### src/rtl/sop_tt_pkg.sv
// Shared types and constants for the programmable truth-table engine.
package sop_tt_pkg;

    typedef enum logic [1:0] {
        IDLE  = 2'd0,
        SWEEP = 2'd1,
        DONE  = 2'd2
    } state_e;

    // Table loaded at reset for the 4-input configuration.
    localparam logic [15:0] DEF_TT = 16'hFF0D;

endpackage

### src/rtl/sop_tt_engine_if.sv
// Request/result bundle between stimulus source, sop_tt_engine and checker.
interface sop_tt_engine_if #(parameter int N_IN = 4);

    localparam int TT_W = 2**N_IN;

    logic              tt_load;
    logic [TT_W-1:0]   tt_data;
    logic              in_valid;
    logic [N_IN-1:0]   in_vec;
    logic              in_ready;
    logic              sweep_start;
    logic              sweep_busy;
    logic              sweep_done;
    logic [N_IN:0]     ones_cnt;
    logic              out_valid;
    logic              out_ready;
    logic [N_IN-1:0]   out_vec;
    logic              out_f;

    modport master (
        output tt_load, tt_data, in_valid, in_vec, sweep_start, out_ready,
        input  in_ready, sweep_busy, sweep_done, ones_cnt, out_valid, out_vec, out_f
    );

    modport slave (
        input  tt_load, tt_data, in_valid, in_vec, sweep_start, out_ready,
        output in_ready, sweep_busy, sweep_done, ones_cnt, out_valid, out_vec, out_f
    );

endinterface

### src/rtl/sop_tt_engine_tt_mux.sv
// Combinational truth-table selector: returns table bit at the given index.
module tt_mux #(
    parameter  int N_IN = 4,
    localparam int TT_W = 2**N_IN
) (
    input  logic [TT_W-1:0] tt_i,
    input  logic [N_IN-1:0] idx_i,
    output logic            f_o
);

    assign f_o = tt_i[idx_i];

endmodule

### src/rtl/sop_tt_engine.sv
// Run-time programmable N-input Boolean function with registered valid/ready
// output and an exhaustive self-characterisation sweep.
module sop_tt_engine
    import sop_tt_pkg::*;
#(
    parameter  int              N_IN   = 4,
    localparam int              TT_W   = 2**N_IN,
    parameter  logic [TT_W-1:0] DEF_TT = TT_W'(sop_tt_pkg::DEF_TT)
) (
    input  logic             clk,
    input  logic             rst_n,
    sop_tt_engine_if.slave   bus
);

    localparam logic [N_IN-1:0] LAST_VEC = {N_IN{1'b1}};

    state_e            state_q, state_d;
    logic [N_IN:0]     idx_q, idx_d;
    logic [TT_W-1:0]   tt_q, tt_d;
    logic              out_valid_q, out_valid_d;
    logic [N_IN-1:0]   out_vec_q, out_vec_d;
    logic              out_f_q, out_f_d;
    logic              out_swp_q, out_swp_d;
    logic [N_IN:0]     ones_q, ones_d;

    logic              free;
    logic              in_ready;
    logic              eval;
    logic              sweep_go;
    logic              sweep_acc;
    logic [N_IN-1:0]   sel;
    logic              f;

    assign free      = ~out_valid_q | bus.out_ready;
    assign in_ready  = rst_n & (state_q == IDLE) & free;
    assign eval      = bus.in_valid & in_ready;
    // idx MSB set means every vector has been issued; wait for the tail to drain.
    assign sweep_go  = (state_q == SWEEP) & free & ~idx_q[N_IN];
    // Only sweep-tagged beats count, so a single beat captured alongside
    // sweep_start never pollutes ones_cnt.
    assign sweep_acc = out_valid_q & bus.out_ready & out_swp_q;
    assign sel       = (state_q == SWEEP) ? idx_q[N_IN-1:0] : bus.in_vec;

    tt_mux #(.N_IN(N_IN)) u_tt_mux (
        .tt_i  (tt_q),
        .idx_i (sel),
        .f_o   (f)
    );

    always_comb begin
        state_d     = state_q;
        idx_d       = idx_q;
        tt_d        = tt_q;
        out_valid_d = out_valid_q;
        out_vec_d   = out_vec_q;
        out_f_d     = out_f_q;
        out_swp_d   = out_swp_q;
        ones_d      = ones_q;

        if (sweep_acc) ones_d = ones_q + (N_IN+1)'(out_f_q);

        case (state_q)
            IDLE: begin
                if (bus.tt_load) tt_d = bus.tt_data;
                if (bus.sweep_start) begin
                    state_d = SWEEP;
                    idx_d   = '0;
                    ones_d  = '0;
                end
            end
            SWEEP: if (sweep_acc && out_vec_q == LAST_VEC) state_d = DONE;
            DONE:  state_d = IDLE;
            default: state_d = IDLE;
        endcase

        if (eval) begin
            out_valid_d = 1'b1;
            out_vec_d   = bus.in_vec;
            out_f_d     = f;
            out_swp_d   = 1'b0;
        end else if (sweep_go) begin
            out_valid_d = 1'b1;
            out_vec_d   = idx_q[N_IN-1:0];
            out_f_d     = f;
            out_swp_d   = 1'b1;
            idx_d       = idx_q + 1'b1;
        end else if (bus.out_ready) begin
            out_valid_d = 1'b0;
        end
    end

    always_ff @(posedge clk) begin
        if (!rst_n) begin
            state_q     <= IDLE;
            idx_q       <= '0;
            tt_q        <= DEF_TT;
            out_valid_q <= 1'b0;
            out_vec_q   <= '0;
            out_f_q     <= 1'b0;
            out_swp_q   <= 1'b0;
            ones_q      <= '0;
        end else begin
            state_q     <= state_d;
            idx_q       <= idx_d;
            tt_q        <= tt_d;
            out_valid_q <= out_valid_d;
            out_vec_q   <= out_vec_d;
            out_f_q     <= out_f_d;
            out_swp_q   <= out_swp_d;
            ones_q      <= ones_d;
        end
    end

    assign bus.in_ready   = in_ready;
    assign bus.sweep_busy = (state_q == SWEEP);
    assign bus.sweep_done = (state_q == DONE);
    assign bus.ones_cnt   = ones_q;
    assign bus.out_valid  = out_valid_q;
    assign bus.out_vec    = out_vec_q;
    assign bus.out_f      = out_f_q;

endmodule

### src/flat_wrapper.sv
// flat-port wrapper written by rule: the top's interface ports become plain ports
module sop_tt_engine_flat import sop_tt_pkg::*;
#(
    parameter  int              N_IN   = 4,
    localparam int              TT_W   = 2**N_IN,
    parameter  logic [TT_W-1:0] DEF_TT = TT_W'(sop_tt_pkg::DEF_TT)
)
  (clk, rst_n, bus_tt_load, bus_tt_data, bus_in_valid, bus_in_vec, bus_sweep_start, bus_out_ready, bus_in_ready, bus_sweep_busy, bus_sweep_done, bus_ones_cnt, bus_out_valid, bus_out_vec, bus_out_f);
  sop_tt_engine_if #(.N_IN(N_IN)) bus_i ();
  input  logic clk;
  input  logic rst_n;
  input wire logic [$bits(bus_i.tt_load)-1:0] bus_tt_load;
  input wire logic [$bits(bus_i.tt_data)-1:0] bus_tt_data;
  input wire logic [$bits(bus_i.in_valid)-1:0] bus_in_valid;
  input wire logic [$bits(bus_i.in_vec)-1:0] bus_in_vec;
  input wire logic [$bits(bus_i.sweep_start)-1:0] bus_sweep_start;
  input wire logic [$bits(bus_i.out_ready)-1:0] bus_out_ready;
  output wire logic [$bits(bus_i.in_ready)-1:0] bus_in_ready;
  output wire logic [$bits(bus_i.sweep_busy)-1:0] bus_sweep_busy;
  output wire logic [$bits(bus_i.sweep_done)-1:0] bus_sweep_done;
  output wire logic [$bits(bus_i.ones_cnt)-1:0] bus_ones_cnt;
  output wire logic [$bits(bus_i.out_valid)-1:0] bus_out_valid;
  output wire logic [$bits(bus_i.out_vec)-1:0] bus_out_vec;
  output wire logic [$bits(bus_i.out_f)-1:0] bus_out_f;
  assign bus_i.tt_load = bus_tt_load;
  assign bus_i.tt_data = bus_tt_data;
  assign bus_i.in_valid = bus_in_valid;
  assign bus_i.in_vec = bus_in_vec;
  assign bus_i.sweep_start = bus_sweep_start;
  assign bus_i.out_ready = bus_out_ready;
  assign bus_in_ready = bus_i.in_ready;
  assign bus_sweep_busy = bus_i.sweep_busy;
  assign bus_sweep_done = bus_i.sweep_done;
  assign bus_ones_cnt = bus_i.ones_cnt;
  assign bus_out_valid = bus_i.out_valid;
  assign bus_out_vec = bus_i.out_vec;
  assign bus_out_f = bus_i.out_f;
  sop_tt_engine #(.N_IN(N_IN), .DEF_TT(DEF_TT)) u_core (.clk(clk), .rst_n(rst_n), .bus(bus_i));
endmodule
### config.mk
export PLATFORM = sky130hd
export DESIGN_NAME = sop_tt_engine_flat
export DESIGN_NICKNAME = d
export VERILOG_FILES = /design/src/rtl/sop_tt_pkg.sv /design/src/rtl/sop_tt_engine_if.sv /design/src/rtl/sop_tt_engine_tt_mux.sv /design/src/rtl/sop_tt_engine.sv /design/src/flat_wrapper.sv
export SDC_FILE = /design/constraint.sdc
export NUM_CORES = 1
export LEC_CHECK = 0
export BUFFER_PORTS_ARGS = -buffer_cell sky130_fd_sc_hd__clkbuf_2
export CAP_MARGIN = 20
export CORE_MARGIN = 1
export CORE_UTILIZATION = 52
export DETAILED_ROUTE_END_ITERATION = 8
export PLACE_DENSITY_LB_ADDON = 0.1
export SETUP_SLACK_MARGIN = 0.3
export SLEW_MARGIN = 10
export SYNTH_ARGS = -nofsm -noshare
export SYNTH_HDL_FRONTEND = slang
export SYNTH_SLANG_ARGS = --single-unit
### constraint.sdc
create_clock -name clk -period 2 [get_ports clk]
set_clock_uncertainty 0.2 [all_clocks]
set_input_delay 0.3 -clock clk [delete_from_list [all_inputs] [get_ports clk]]
set_output_delay 0.3 -clock clk [all_outputs]
set_load 0.05 [all_outputs]
Yosys cells after proc, flatten, opt, wreduce, memory -nomap -nowiden

Cells that the tools add are included.

Bits in registers: 35
Bits of input ports: 26
Output and inout port bits: 14
Logic and storage cells: 54

$add $sub $neg: 2
$lt $le $gt $ge: 1
Equal/unequal tests: 5
Mux-type cells: 20
Bitwise gates (word level): 11
Reductions and logical operators: 7

Operators with widths:

| kind                | count |
|---|---|
| $mux 5              | 7 |
| $mux 4              | 3 |
| $and 1x1->1         | 7 |
| $mux 1              | 6 |
| $add 5x1->5         | 1 |
| $add 5x1->5 const B | 1 |
| $lt 4x5->1 const B  | 1 |
| $bmux 1 s4          | 1 |
| $eq 4x4->1 const B  | 1 |
| $mux 2              | 2 |
| $pmux 2 s2          | 1 |
| $reduce_and 2->1    | 2 |
| $not 1->1           | 3 |
| $reduce_bool 3->1   | 1 |
| $eq 2x1->1 const B  | 1 |
| $eq 2x2->1 const B  | 1 |
| $logic_not 2->1     | 1 |
| $ne 2x1->1 const B  | 1 |
| $ne 2x2->1 const B  | 1 |
| $reduce_bool 2->1   | 1 |
| $reduce_or 2->1     | 1 |
| $logic_and 1x1->1   | 1 |
| $or 1x1->1          | 1 |

Depth between registers and ports, before layout

Gate-level depths: netlist of the first run.

Depth after elaboration: 6
Gate-level depth with buffers: 9
Mapped depth without buffers: 7

Cells and area by module

Synthesis of the first run repeated with hierarchy kept, for this count alone.

Cells, all modules: 192
Area total of the unflattened synthesis: 1601.5 µm²

Modules (own cells, without submodules):

| module        | instances | cells each | area an instance (µm²) | sequential area each (µm²) |
|---|---|---|---|---|
| sop_tt_engine | 1         | 185        | 1466.4                 | 700.7 |
| tt_mux        | 1         | 7          | 135.1                  | 0.0 |

Worst setup path after synthesis of the first run

OpenSTA, ideal clock, no wires.

Path type: register to register
From: reg u_core.out_valid_q (netlist: u_core.bus.out_valid)
To: reg u_core.out_vec_q[0] (netlist: u_core.bus.out_vec[0])
Library setup time: 76 ps
Arrival time: 1911 ps
Required time: 1724 ps
Setup slack: -187 ps
Cell stages (with the launch flop): 8
Path buffers: 1
Period minus slack after synthesis: 2187 ps
Path through: dfxtp_1 nand2b_1 and3_1 and2_1 clkbuf_1 nor2_4 nand2_1 a21boi_0

Word-level cells in the longest chain between the ends: 5
Elaborated cells between the ends (all ways): 8
Classes of those cells: mux (1); bitwise (6); reduce/logical (1)

RTL lines:

| element                                            | line                 | RTL |
|---|---|---|
| from (decl)                                        | sop_tt_engine.sv:20  | `logic out_valid_q, out_valid_d;` |
| from (signal assigned)                             | sop_tt_engine.sv:106 | `out_valid_q <= out_valid_d;` |
| $not 1->1 *                                        | sop_tt_engine.sv:34  | `assign free = ~out_valid_q \| bus.out_ready;` |
| $or 1x1->1 *                                       | sop_tt_engine.sv:34  |  |
| $and 1x1->1 *                                      | sop_tt_engine.sv:35  | `assign in_ready = rst_n & (state_q == IDLE) & free;` |
| via bus_in_ready                                   | flat_wrapper.sv:18   | `output wire logic [$bits(bus_i.in_ready)-1:0] bus_in_ready;` |
| $and 1x1->1 *                                      | sop_tt_engine.sv:36  | `assign eval = bus.in_valid & in_ready;` |
| $mux 4 / $reduce_bool 2->1 (equally long branches) | n/a                  |  |
| to (signal assigned)                               | sop_tt_engine.sv:107 | `out_vec_q <= out_vec_d;` |
| to (decl)                                          | sop_tt_engine.sv:21  | `logic [N_IN-1:0] out_vec_q, out_vec_d;` |

Mark *: on every way through the listed nets, which the timed path passes. The rest lies on a longest branch.
A chain may end at the register's enable or synchronous reset.

Final worst setup path of the first run

From: reg u_core.state_q[1]
To: reg u_core.out_f_q (netlist: u_core.bus.out_f)

Word-level cells in the longest chain between the ends: 6
Elaborated cells between the ends (all ways): 13
Classes of those cells: eq/ne (1); mux (5); bitwise (5); reduce/logical (2)

RTL lines:

| element                      | line                                     | RTL |
|---|---|---|
| from (decl)                  | sop_tt_engine.sv:17                      | `state_e state_q, state_d;` |
| from (signal assigned)       | sop_tt_engine.sv:103                     | `state_q <= state_d;` |
| $eq 2x1->1                   | sop_tt_engine.sv:38, sop_tt_engine.sv:42 |  |
| $mux 4                       | sop_tt_engine.sv:42                      | `assign sel = (state_q == SWEEP) ? idx_q[N_IN-1:0] : bus.in_vec;` |
| $bmux 1 s4                   | sop_tt_engine_tt_mux.sv:11               | `assign f_o = tt_i[idx_i];` |
| $mux 1 (not written as such) | sop_tt_engine_tt_mux.sv:11               |  |
| $mux 1                       | sop_tt_engine.sv:81                      | `end else if (sweep_go) begin` |
| $mux 1                       | sop_tt_engine.sv:76                      | `if (eval) begin` |
| to (signal assigned)         | sop_tt_engine.sv:108                     | `out_f_q <= out_f_d;` |
| to (decl)                    | sop_tt_engine.sv:22                      | `logic out_f_q, out_f_d;` |

Several ways; a longest one is shown, not always the timed one. The select of a mux whose other input is x is not followed.

==> impl_metrics.yaml, run 1 <==
detailed_routing:
  viasPerCell: 5.21
  remaining_drc_errors: 0
  drt-initial-drc-count: 75
  wl_met1_um: 1730
  vias: 1589
  routed.top_layer: "met4"
  routed_wirelength_um: 3860
  wl_met2_um: 1970
  final_antenna_net_count: 0
  avgRoutedWirePerCell_um: 12.7
  dr.pass1.iters: 4
  wl_met3_um: 110
timing:
  slew_viol_final: 0
  rsz0062_at_grt: "yes"
  final_hold_viol_count: 0
  setup_tns_ns: 0
  max_freq_mhz: 556
  max-slew-margin-rel: 0.758
  hold_slack_ns: 0.0667
  tightest_slew_ns: 0.360
  setup_viol: 0
  period_share: 0.899
  layout_min_cycle_time_ns: 1.80
synthesis:
  synth_xor_area_frac: 0.0268
  syn_area_um2: 1640
  yosys_warnings: 0
  synth_edf_count: 0
  ys_seq_elements: 35
  synth.avg_cell_area_um2: 8.10
  synth_simple_gate_area_frac: 0.312
  synth_nets: 231
  synth_cells: 202
  synth_fa_ha_area_frac: 0.0229
  synth_compound_area_frac: 0.140
  synth_top_family_by_area: "simple AND/OR/NAND/NOR gates"
  ys.flop_type: "dfxtp_1"
  async_reset_ff_frac: 0
  seq_area_frac_synth: 0.428
  synth.area.mux_share: 0.0352
  synth_cell_types: 37
final_layout:
  final_nets: 291
  regArea_um2: 707
  layout-drive-gt1-share: 0.281
  syn2layout_area_growth_pct: 33.5
  nFillCells: 234
  multi_input_area_um2: 922
  final_util: 0.759
  diodes: 0
clock_network:
  cts.sinks: 35
  cts_tree: "built"
  clock_latency_ns: 0.36
  cts.htree.levels: 2
  clk_pin_slew_worst_paths_ns: 0.12
  clk_path_buf_depth: 2
  cts-root-buf: "clkbuf_4"
  cts_buffers: 5
placed_design:
  gp_congestion: 0.847
  hpwl_um: 2680
  portBuffers: 39
power_and_ir_drop:
  seq_power_share: 0.518
  ir_worst_vdd_mv: 0.565
  p_int_uw: 1010
  switching_power_uw: 468
  finalPower_uw: 1480
  combPwrFrac: 0.220
  powerDensity_nw_per_um2: 679
  swShare: 0.316
  power_leakage_uw: 0.000970
  clkPwrFrac: 0.261
grt:
  gr-total-overflow: 0
  antenna_found_initial: 0
  grt_max_degree: 30
  grt_pass1_vias: 1502
  grt_pass1_wl_um: 6490
  grtUsageTotal: 0.252
critical_path:
  critPathKind: "register to register"
  crit_required_ns: 2.06
  cp-end-kind: "register"
  cpMaxStageDelayCell: "dfxtp_2"
  arrival_ns: 1.86
  max_stage_delay_ns: 0.36
  crit_chain: "nand2b_4 -> inv_8 -> or3_4 -> a22oi_2 -> a32oi_1 -> a31oi_1 -> a21oi_2"
  crit_path_start_kind: "register"
  worstPathMaxFanout: 8
floorplanning:
  die_area_um2: 3380
  initial_core_util: 0.569
  die_h_um: 58.1
  ios: 40
  fp.dieW_um: 58.1
  coreArea_um2: 2880
  rows: 19
flow_run:
  drv_cap: 0
worst_hold_path:
  hold_class: "primary input to register"
outcome:
  status: "completed"
-- routing by layer --
layer,GRT usage,vias to the layer above
met5,0,-
met4,0.0612,0
met3,0.0737,6
met2,0.448,30
met1,0.297,741
li1,-,812
-- final timing paths --
check | from | endpoint | slack, ns | cells after the start
min | bus_in_vec[2] | u_core.bus.out_vec[2] | 0.07 | 3
min reg2reg | u_core.tt_q[6] | u_core.tt_q[6] | 0.27 | 2
max | u_core.state_q[1] | u_core.bus.out_f | 0.20 | 7
max reg2reg | u_core.state_q[1] | u_core.bus.out_f | 0.20 | 7
-- cells in the mapped netlist, types with 4 or more instances --
cell / number / area [µm²]
a21boi_0: 10 / 75.1
a21oi_1: 5 / 25.0
a22oi_1: 4 / 30.0
and2_1: 4 / 25.0
clkbuf_1: 7 / 26.3
dfxtp_1: 35 / 701
nand2_1: 64 / 240
nand3_1: 15 / 75.1
nand4_1: 6 / 37.5
nor2_1: 9 / 33.8
o21ai_0: 4 / 20.0
xor2_1: 4 / 35.0
-- area by class of cell --
class,instances,share of cell area
Clock buffer,5,0.0172
Tap cell,42,0.0241
Inverter,2,0.00687
Multi-Input combinational cell,156,0.422
Timing Repair Buffer,62,0.198
Sequential cell,35,0.324
Clock inverter,3,0.00859
-- critical path: cells and delay by family, from the launching register on --
| family | cells | cell delay [ns] |
|---|---|---|
| AOI/OAI and AO/OA | 4 | 0.56 |
| and+or+nand+nor | 2 | 0.55 |
| DFF | 1 | 0.36 |
| buffers and inverters | 1 | 0.05 |
-- through the flow --
step                cell area [µm²]  instances  setup WS, ns
finish                         2180        305         0.202
global route                   2180        305         0.138
CTS                            2140        305         0.259
detailed placement             1880        277         0.222
global placement               1880        277         0.283
floorplan                      1660        202         0.284
-- cell families after synthesis --
group / after synthesis
adders and majority gates: 3
DFF: 35
muxes: 4
buffers and inverters: 11
AOI/OAI and AO/OA: 33
xor gates and xnor gates: 5
and+or+nand+nor: 111
-- state kept, by name, summed over array words and instances, names as in the netlist --
register and flops:
u_core.bus.out_f 1, u_core.bus.out_valid 1, u_core.bus.out_vec 4, u_core.idx_q 5
u_core.out_swp_q 1, u_core.state_q 2, u_core.tt_q 16, u_core.bus.ones_cnt 5
-- cells in the final DEF (no fill, tap or decap), drive strengths merged, types with 6 or more instances in the layout --
master        n
buf           9
nand4         6
clkbuf       42
nand2        64
nand3        15
a21boi       12
nor2         11
dlygate4sd3  16
dfxtp        35
-- power groups by stage --
stage	clock, µW	combinational [µW]	sequential, µW
after floorplan	0	174	807
after global placement	0	262	782
after detailed placement	0	271	782
after CTS	393	310	767
after global routing	423	360	774
final	387	327	768
-- timing repair --
action | CTS | global route
setup buffers | 4 | 0
setup endpoints to repair | 3 | 15
pin swaps | 3 | 5
endpoints found under the hold margin | 16 | 0
resized for setup | 5 | 15
hold buffers | 16 | 0
No activity file was read; power rests on OpenSTA's default activity.
==> run 2: changes to the inputs <==
--- a/config.mk
+++ b/config.mk
@@ -10,7 +10,9 @@
 export CORE_MARGIN = 1
 export CORE_UTILIZATION = 52
 export DETAILED_ROUTE_END_ITERATION = 8
+export HOLD_SLACK_MARGIN = 0.1
 export PLACE_DENSITY_LB_ADDON = 0.1
+export RECOVER_POWER = 100
 export SETUP_SLACK_MARGIN = 0.3
 export SLEW_MARGIN = 10
 export SYNTH_ARGS = -nofsm -noshare
==> impl_metrics.yaml, run 2 (same netlist as run 1, synthesis figures left out) <==
final_layout:
  largest_reg_flops: 16
  layout-drive-gt1-share: 0.212
  mostFrequentLayoutCells: "nand2_1 (62), dfxtp_1 (34), clkbuf_2 (27)"
  top_register: "u_core.tt_q"
  syn2layout_area_growth_pct: 30.7
  stdcell_count: 306
  diodes: 0
  final_util: 0.744
  final_common_cell: "nand2_1"
  final_nets: 292
  nFillCells: 243
timing:
  tightest_slew_ns: 0.619
  setup_tns_ns: 0
  setup_viol: 0
  layout_min_cycle_time_ns: 1.82
  max-slew-margin-rel: 0.589
  rsz0062_at_grt: "yes"
  period_share: 0.911
  slew_viol_final: 0
  final_hold_viol_count: 0
  max_freq_mhz: 549
grt:
  grtUsageTotal: 0.254
  grt_pass1_vias: 1523
  gr-total-overflow: 0
  grt_pass1_wl_um: 6520
  grt_max_degree: 30
  antenna_found_initial: 0
critical_path:
  max_stage_delay_ns: 0.48
  worstPathMaxFanout: 4
  cpMaxStageDelayCell: "clkbuf_1"
  worstReg2RegStart: "u_core.state_q[1]"
  critPathKind: "register to output port"
  cp_num_buf_inv: 1
  crit_chain: "nor2b_1 -> clkbuf_1"
  rrSetupSlack_ns: 0.21
  cp-end-kind: "output port"
  reg2reg_depth: 7
  crit_path_start_kind: "register"
  arrival_ns: 1.32
  crit_required_ns: 1.50
  path_delay_family: "buffers and inverters"
  r2r-end: "u_core.bus.out_f"
detailed_routing:
  dr.pass1.iters: 4
  drt-initial-drc-count: 57
  routed_wirelength_um: 3890
  avgRoutedWirePerCell_um: 12.7
  final_antenna_net_count: 0
  vias: 1610
  remaining_drc_errors: 0
  viasPerCell: 5.26
clock_network:
  clock_latency_ns: 0.35
  cts.htree.levels: 2
  cts.sinks: 35
  clk_path_buf_depth: 2
  cts_tree: "built"
  cts-root-buf: "clkbuf_4"
  clk_pin_slew_worst_paths_ns: 0.11
  cts_buffers: 5
worst_hold_path:
  hold_path_startpoint: "bus_out_ready"
  hold_depth: 3
  holdPathEnd: "u_core.bus.out_valid"
  hold_class: "primary input to register"
power_and_ir_drop:
  powerDensity_nw_per_um2: 686
  combPwrFrac: 0.213
  power_leakage_uw: 0.000921
  clkPwrFrac: 0.264
  p_int_uw: 1000
  ir_worst_vdd_mv: 0.564
  switching_power_uw: 465
  finalPower_uw: 1470
  swShare: 0.317
  seq_power_share: 0.523
flow_run:
  drv_cap: 0
floorplanning:
  rows: 19
  die_h_um: 58.1
  coreArea_um2: 2880
  fp.dieW_um: 58.1
  die_area_um2: 3380
  initial_core_util: 0.569
  ios: 40
placed_design:
  portBuffers: 39
  dp.cells: 277
  hpwl_um: 2680
  gp_congestion: 0.847
outcome:
  status: "completed"
run 2: power by group through the flow:
stage	Combinational [µW]	Clock [µW]	Sequential, µW
final	313	387	768
after global routing	346	423	773
after CTS	311	393	767
after detailed placement	271	0	782
after global placement	262	0	782
after floorplan	174	0	807
run 2: repair_timing:
action / in CTS / in global routing
hold buffers: 17 / 0
endpoints found under the setup margin: 3 / 15
setup buffers: 4 / 0
gates resized for setup: 5 / 15
endpoints found under the hold margin: 17 / 0
pin swaps: 3 / 5
run 2: worst min-delay path, delay by kind of cell:
| kind | cells | cell delay, ns |
|---|---|---|
| buffers and inverters | 1 | 0.10 |
| AO/OA/AOI/OAI | 1 | 0.07 |
| AND/OR/NAND/NOR | 1 | 0.14 |
run 2: area by class of cell:
cell class	instances	area [µm²]	share of cell area
inverters	2	15.0	0.00702
clock buffers	5	37.5	0.0175
multi-input cells	156	907	0.424
repair buffers	63	407	0.190
well taps	42	52.6	0.0246
clock inverters	3	18.8	0.00877
flip-flops and latches	35	702	0.328
run 2: how the worst max path moves through the flow:
stage,start,to,depth (start not counted)
2_1_floorplan,u_core.state_q[1],u_core.bus.out_f,8
3_3_place_gp,u_core.state_q[1],u_core.bus.out_f,6
3_5_place_dp,u_core.state_q[0],u_core.bus.out_f,6
4_1_cts,u_core.state_q[1],u_core.bus.out_f,7
5_1_grt,u_core.state_q[0],bus_sweep_done,2
6_report,u_core.state_q[0],bus_sweep_done,2
run 2: per-stage QoR:
stage | hold WS, ns | cell area [µm²] | setup WS (ns)
floorplan | 0.224 | 1660 | 0.284
detailed placement | 0.260 | 1880 | 0.222
finish | 0.107 | 2140 | 0.178
global placement | 0.255 | 1880 | 0.283
global route | 0.120 | 2140 | 0.118
CTS | 0.118 | 2150 | 0.259
run 2: per-layer routing:
layer	vias up	share of wire	GRT usage
met5	-	0	0
met4	0	0.011	0.0612
met3	7	0.038	0.0737
met2	38	0.51	0.455
met1	754	0.44	0.297
li1	811	-	-
